**src/rtl/traffic_lights_pkg.sv**
```systemverilog
// Shared types for traffic_lights and its command generator.
// Holds command codes, request ops and generator FSM states plus sequencing helpers.
package traffic_lights_pkg;

  localparam int unsigned CMD_W  = 3;
  localparam int unsigned OP_W   = 2;
  localparam int unsigned TIME_W = 16;

  typedef enum logic [CMD_W-1:0] {
    CMD_ON           = 3'd0,
    CMD_OFF          = 3'd1,
    CMD_NOTRANSITION = 3'd2,
    CMD_SET_GREEN    = 3'd3,
    CMD_SET_RED      = 3'd4,
    CMD_SET_YELLOW   = 3'd5
  } cmd_code_e;

  typedef enum logic [OP_W-1:0] {
    OP_LOAD_TIMES = 2'd0,
    OP_TURN_ON    = 2'd1,
    OP_TURN_OFF   = 2'd2,
    OP_RESERVED   = 2'd3
  } req_op_e;

  typedef enum logic [3:0] {
    ST_IDLE    = 4'd0,
    ST_NOTRANS = 4'd1,
    ST_SET_G   = 4'd2,
    ST_SET_R   = 4'd3,
    ST_SET_Y   = 4'd4,
    ST_ON      = 4'd5,
    ST_OFF     = 4'd6,
    ST_GAP     = 4'd7,
    ST_DONE    = 4'd8
  } gen_state_e;

  // First command state of a request; ST_DONE means nothing is issued.
  function automatic gen_state_e first_state(input req_op_e op);
    case (op)
      OP_LOAD_TIMES: return ST_NOTRANS;
      OP_TURN_ON:    return ST_ON;
      OP_TURN_OFF:   return ST_OFF;
      default:       return ST_DONE;
    endcase
  endfunction

  // Command that follows the given one; ST_DONE marks the end of a sequence.
  function automatic gen_state_e next_state(input gen_state_e st);
    case (st)
      ST_NOTRANS: return ST_SET_G;
      ST_SET_G:   return ST_SET_R;
      ST_SET_R:   return ST_SET_Y;
      ST_SET_Y:   return ST_ON;
      default:    return ST_DONE;
    endcase
  endfunction

  function automatic cmd_code_e state_cmd(input gen_state_e st);
    case (st)
      ST_NOTRANS: return CMD_NOTRANSITION;
      ST_SET_G:   return CMD_SET_GREEN;
      ST_SET_R:   return CMD_SET_RED;
      ST_SET_Y:   return CMD_SET_YELLOW;
      ST_OFF:     return CMD_OFF;
      default:    return CMD_ON;
    endcase
  endfunction

endpackage

```
**src/rtl/traffic_lights_cmd_gen.sv**
```systemverilog
// Serialises LOAD_TIMES / TURN_ON / TURN_OFF requests into traffic_lights commands.
// Optional time-field clamping is compiled in with TRAFFIC_LIGHTS_CMD_GEN_CLAMP_EN.
module traffic_lights_cmd_gen
  import traffic_lights_pkg::*;
#(
  parameter int unsigned CMD_GAP     = 0,
  parameter int unsigned MIN_TIME_MS = 1
) (
  input  logic              clk_i,
  input  logic              srst_i,
  input  logic              req_valid_i,
  output logic              req_ready_o,
  input  logic [OP_W-1:0]   req_op_i,
  input  logic [TIME_W-1:0] req_red_ms_i,
  input  logic [TIME_W-1:0] req_yellow_ms_i,
  input  logic [TIME_W-1:0] req_green_ms_i,
  output logic [CMD_W-1:0]  cmd_type_o,
  output logic              cmd_valid_o,
  output logic [TIME_W-1:0] cmd_data_o,
  output logic              busy_o,
  output logic              done_o
`ifdef TRAFFIC_LIGHTS_CMD_GEN_CLAMP_EN
  ,
  output logic              clamp_o
`endif
);

  localparam int unsigned GAP_W = (CMD_GAP > 0) ? $clog2(CMD_GAP + 1) : 1;
  localparam logic [TIME_W-1:0] MIN_T = TIME_W'(MIN_TIME_MS);
`ifdef TRAFFIC_LIGHTS_CMD_GEN_CLAMP_EN
  localparam bit CLAMP_EN = 1'b1;
`else
  localparam bit CLAMP_EN = 1'b0;
`endif

  gen_state_e        state;
  gen_state_e        pend_st;
  logic [GAP_W-1:0]  gap_cnt;
  logic [TIME_W-1:0] red_q;
  logic [TIME_W-1:0] yel_q;
  logic [TIME_W-1:0] grn_q;

  gen_state_e        first_c;
  gen_state_e        nxt_c;
  logic [TIME_W-1:0] nxt_data_c;
  logic [TIME_W-1:0] pend_data_c;

  function automatic logic [TIME_W-1:0] fix_time(input logic [TIME_W-1:0] t);
    return (CLAMP_EN && (t < MIN_T)) ? MIN_T : t;
  endfunction

  function automatic logic [TIME_W-1:0] payload(input gen_state_e st,
                                                input logic [TIME_W-1:0] r,
                                                input logic [TIME_W-1:0] y,
                                                input logic [TIME_W-1:0] g);
    case (st)
      ST_SET_G: return g;
      ST_SET_R: return r;
      ST_SET_Y: return y;
      default:  return '0;
    endcase
  endfunction

  assign req_ready_o = (state == ST_IDLE) && !srst_i;
  assign first_c     = first_state(req_op_e'(req_op_i));
  assign nxt_c       = next_state(state);
  assign nxt_data_c  = payload(nxt_c, red_q, yel_q, grn_q);
  assign pend_data_c = payload(pend_st, red_q, yel_q, grn_q);

`ifdef TRAFFIC_LIGHTS_CMD_GEN_CLAMP_EN
  logic needs_clamp_c;
  assign needs_clamp_c = (req_red_ms_i < MIN_T) || (req_yellow_ms_i < MIN_T) ||
                         (req_green_ms_i < MIN_T);
`endif

  // Sequencer: state register and registered command outputs.
  always_ff @(posedge clk_i) begin
    if (srst_i) begin
      state       <= ST_IDLE;
      pend_st     <= ST_IDLE;
      gap_cnt     <= '0;
      red_q       <= '0;
      yel_q       <= '0;
      grn_q       <= '0;
      cmd_valid_o <= 1'b0;
      cmd_type_o  <= '0;
      cmd_data_o  <= '0;
      busy_o      <= 1'b0;
      done_o      <= 1'b0;
`ifdef TRAFFIC_LIGHTS_CMD_GEN_CLAMP_EN
      clamp_o     <= 1'b0;
`endif
    end else begin
      cmd_valid_o <= 1'b0;
      cmd_type_o  <= '0;
      cmd_data_o  <= '0;
      done_o      <= 1'b0;
      case (state)
        ST_IDLE: begin
          if (req_valid_i) begin
            red_q <= fix_time(req_red_ms_i);
            yel_q <= fix_time(req_yellow_ms_i);
            grn_q <= fix_time(req_green_ms_i);
`ifdef TRAFFIC_LIGHTS_CMD_GEN_CLAMP_EN
            clamp_o <= needs_clamp_c;
`endif
            if (first_c == ST_DONE) begin
              done_o <= 1'b1;
            end else begin
              // Opening commands (NOTRANSITION, ON, OFF) never carry a payload.
              state       <= first_c;
              busy_o      <= 1'b1;
              cmd_valid_o <= 1'b1;
              cmd_type_o  <= state_cmd(first_c);
            end
          end
        end
        ST_GAP: begin
          if (gap_cnt == '0) begin
            state       <= pend_st;
            cmd_valid_o <= 1'b1;
            cmd_type_o  <= state_cmd(pend_st);
            cmd_data_o  <= pend_data_c;
          end else begin
            gap_cnt <= gap_cnt - GAP_W'(1);
          end
        end
        ST_DONE: begin
          state <= ST_IDLE;
        end
        default: begin
          if (nxt_c == ST_DONE) begin
            state  <= ST_IDLE;
            busy_o <= 1'b0;
            done_o <= 1'b1;
          end else if (CMD_GAP == 0) begin
            state       <= nxt_c;
            cmd_valid_o <= 1'b1;
            cmd_type_o  <= state_cmd(nxt_c);
            cmd_data_o  <= nxt_data_c;
          end else begin
            state   <= ST_GAP;
            pend_st <= nxt_c;
            gap_cnt <= GAP_W'(CMD_GAP - 1);
          end
        end
      endcase
    end
  end

endmodule
```
**config.mk**
```make
export PLATFORM = sky130hd
export DESIGN_NAME = traffic_lights_cmd_gen
export DESIGN_NICKNAME = d
export VERILOG_FILES = /design/src/rtl/traffic_lights_pkg.sv /design/src/rtl/traffic_lights_cmd_gen.sv
export SDC_FILE = /design/constraint.sdc
export NUM_CORES = 1
export LEC_CHECK = 0
export ABC_AREA = 1
export CORE_MARGIN = 2
export CORE_UTILIZATION = 44
export CTS_CLUSTER_SIZE = 30
export DETAILED_ROUTE_END_ITERATION = 10
export HOLD_SLACK_MARGIN = 0.06
export PLACE_DENSITY_LB_ADDON = 0.2
export SETUP_SLACK_MARGIN = 0.5
export SLEW_MARGIN = 20
export SYNTH_ARGS = -nofsm -noshare
export SYNTH_HDL_FRONTEND = slang
export SYNTH_SLANG_ARGS = --single-unit
```
**constraint.sdc**
```tcl
create_clock -name clk_i -period 1.3 [get_ports clk_i]
set_input_delay 0.195 -clock clk_i [delete_from_list [all_inputs] [get_ports clk_i]]
set_output_delay 0.195 -clock clk_i [all_outputs]
set_load 0.01 [all_outputs]
```
==> metrics.csv <==
metric,value,unit
violated checks,negative setup slack,
Initial Util,45.5,%
CP startpoint,state[2],
GPL Wtd Cong,0.881,
Row Count,30,
syn_area_per_cell,7.71,um^2
Detailed Place HPWL,5150,um
H-tree Lvls,3,
initial antenna violation count,0,
share of layout cells above drive strength 1,52.1,%
total global routing overflow,0,
switch share,37.4,%
clk buf depth,2,
status,"finished, violations left",
Int Pwr,4.95,mW
max_slew headroom,66.1,%
CTS tree,built,
Clk Tree Root Cell,clkbuf_8,
pwr/cell area,1490,nW/um^2
Yosys warnings,0,
clk slew on worst S/H paths,0.10,ns
total negative setup slack,-3.26,ns
number of global-route vias before repair,2706,
Yosys reg bits,74,
Critical R2R Launch,state[2],
Clk pwr share,21.5,%
min Tclk post-route,1.41,ns
"antenna viol nets, final",0,
Achievable Freq,708,MHz
Comb power frac,43.4,%
DR iter-0 viols,156,
Die Y,87.8,um
Critical Path Sink Type,register,
Tot Pwr,7.91,mW
Setup WS pre-CTS,-0.384,ns
drt pass-1 iters,4,
routed length per placed instance,16.5,um
chip width,87.8,um
final setup fails,62,
Worst-Margin Slew,0.509,ns
I/O pins,76,
share of the yosys chip area belonging to registers,47.9,%
port buffer count,75,
HP Class,in2reg,
synthesized cell area,3090,um^2
Arrival @ worst endpoint,1.73,ns
Inserted Diodes,0,
Final Cycle Share,109,%
die area,7710,um^2
Switch Pwr,2.96,mW
first-pass GRT wire length,12600,um
Clock Latency Late Sink,0.37,ns
clk sink count,74,
Cell variety after synth,27,
largest net degree at the start of global routing,32,
Sequential Power Share,35.1,%
CTS Buf Count,9,
P_leak,2.50,nW
final max-slew violation count,0,
placed cells,583,
unrepaired setup endpoints after global routing,true,
Hold Crit Start,srst_i,
NumNets Final,580,
Reg2Reg Setup Slack,-0.11,ns
DR vias/cell,5.00,
CP max FO,7,
DR vias,3112,
Tot GR Track Use,21.3,%
Worst Path Required,1.62,ns
CP Class,reg2reg,
Layout area overhead,71.6,%
core area,6790,um^2
DRC,0,
Post-Syn Instances,401,
CP Launch Type,register,
Routed WL,10300,um
endpoints failing hold,0,
Max VDD drop,0.751,mV
syn_nets,460,
Max Cap Viol,0,
final std cells w/o fill,622,
fin worst setup slack,-0.112,ns
Worst Skew,0.0178,ns
## stage by stage
stage / hold WS, ns / area (um^2) / utilization, %
2_1_floorplan: 0.338 / 3100 / -
3_3_place_gp: 0.444 / 4120 / 60.6
3_5_place_dp: 0.449 / 4120 / 60.6
4_1_cts: 0.329 / 4370 / 64.3
5_1_grt: 0.357 / 5300 / 78.1
6_report: 0.345 / 5300 / 78.1
## power by group through the flow
| stage | Clock [mW] | Sequential (mW) | Combinational, mW |
|---|---|---|---|
| global placement | 0 | 2.74 | 1.92 |
| finish | 1.70 | 2.78 | 3.43 |
| global route | 1.82 | 2.81 | 3.62 |
| CTS | 1.71 | 2.70 | 2.15 |
| floorplan | 0 | 2.75 | 1.16 |
| detailed placement | 0 | 2.74 | 1.93 |
## placed cells by master (no fill, tap or decap), types with 8 or more instances in the layout
| master | Yosys | layout |
|---|---|---|
| nand2_2 | 14 | 31 |
| clkdlybuf4s50_1 | 0 | 49 |
| nand3_2 | 0 | 8 |
| inv_1 | 33 | 25 |
| a21oi_2 | 13 | 48 |
| buf_2 | 3 | 18 |
| clkbuf_8 | 0 | 9 |
| nand2_4 | 2 | 46 |
| buf_6 | 5 | 22 |
| dfxtp_1 | 74 | 64 |
| buf_4 | 4 | 20 |
| nand3_1 | 17 | 8 |
| nand2_1 | 142 | 80 |
| dfxtp_2 | 0 | 10 |
| inv_2 | 4 | 10 |
## critical path: stages, from the launching register on
cell and delay (ns):
dfxtp_2 0.34, buf_6 0.12, nor2_4 0.17, nand2_4 0.08, nor2_4 0.20, clkbuf_16 0.22, nand2_4 0.05, nand3_2 0.06
nand2_1 0.06, inv_1 0.07
## cells by family after synthesis
family / share of synthesized area (%)
adders and majority gates: 2.43
DFF: 47.9
AOI/OAI and AO/OA: 13.1
buffers and inverters: 9.51
and+or+nand+nor: 27.0
## repair_timing
action	in CTS	in global routing
resized for setup	144	183
setup buffers	4	10
hold buffers	0	0
setup endpoints to repair	97	97
cloned	0	9
pin swaps	5	65
endpoints found under the hold margin	0	0
## registers in the layout (all words and copies together) (netlist names)
name and flops:
red_q 16, state 4, grn_q 16, yel_q 16, cmd_data_o 16, cmd_type_o 3
done_o 1, busy_o 1, cmd_valid_o 1
## synthesized netlist by cell type (all sizes together)
cell	n	share of area [%]
a21oi	54	10
a31oi	1	0.20
clkbuf	5	0.61
nor2	18	3.0
buf	14	4.2
a211oi	2	0.49
o211ai	1	0.24
o22ai	2	0.40
inv	37	4.5
clkinv	1	0.16
nor3	1	0.32
o21ai	9	1.5
or2	1	0.20
nand3	17	2.8
nand2	158	21
ha	6	2.4
dfxtp	74	48
## final cells by class
| cell class | count | area [um^2] |
|---|---|---|
| clock buffer | 9 | 124 |
| clock inverter | 7 | 61.3 |
| fill | 432 | 1490 |
| inverter | 38 | 165 |
| multi-input combinational | 270 | 1980 |
| sequential | 74 | 1490 |
| tap | 96 | 120 |
| timing repair buffer | 128 | 1360 |
## path summary, 6_finish.rpt
path	to	cells after the start
worst max register to register	cmd_data_o[7]	9
worst min-delay path	cmd_data_o[11]	5
worst min register to register	grn_q[5]	2
worst max-delay path	cmd_data_o[7]	9
## routing by layer
| metal | wire length [um] | share of wire [%] | vias up | GRT usage [%] |
|---|---|---|---|---|
| met4 | 364 | 3.5 | 0 | 11.6 |
| li1 | - | - | 1507 | - |
| met1 | 4200 | 41 | 1471 | 27.2 |
| met3 | 496 | 4.8 | 29 | 3.96 |
| met5 | 0 | 0 | - | 0 |
| met2 | 5220 | 51 | 105 | 34.2 |
Power figures use the tool's default switching activity.
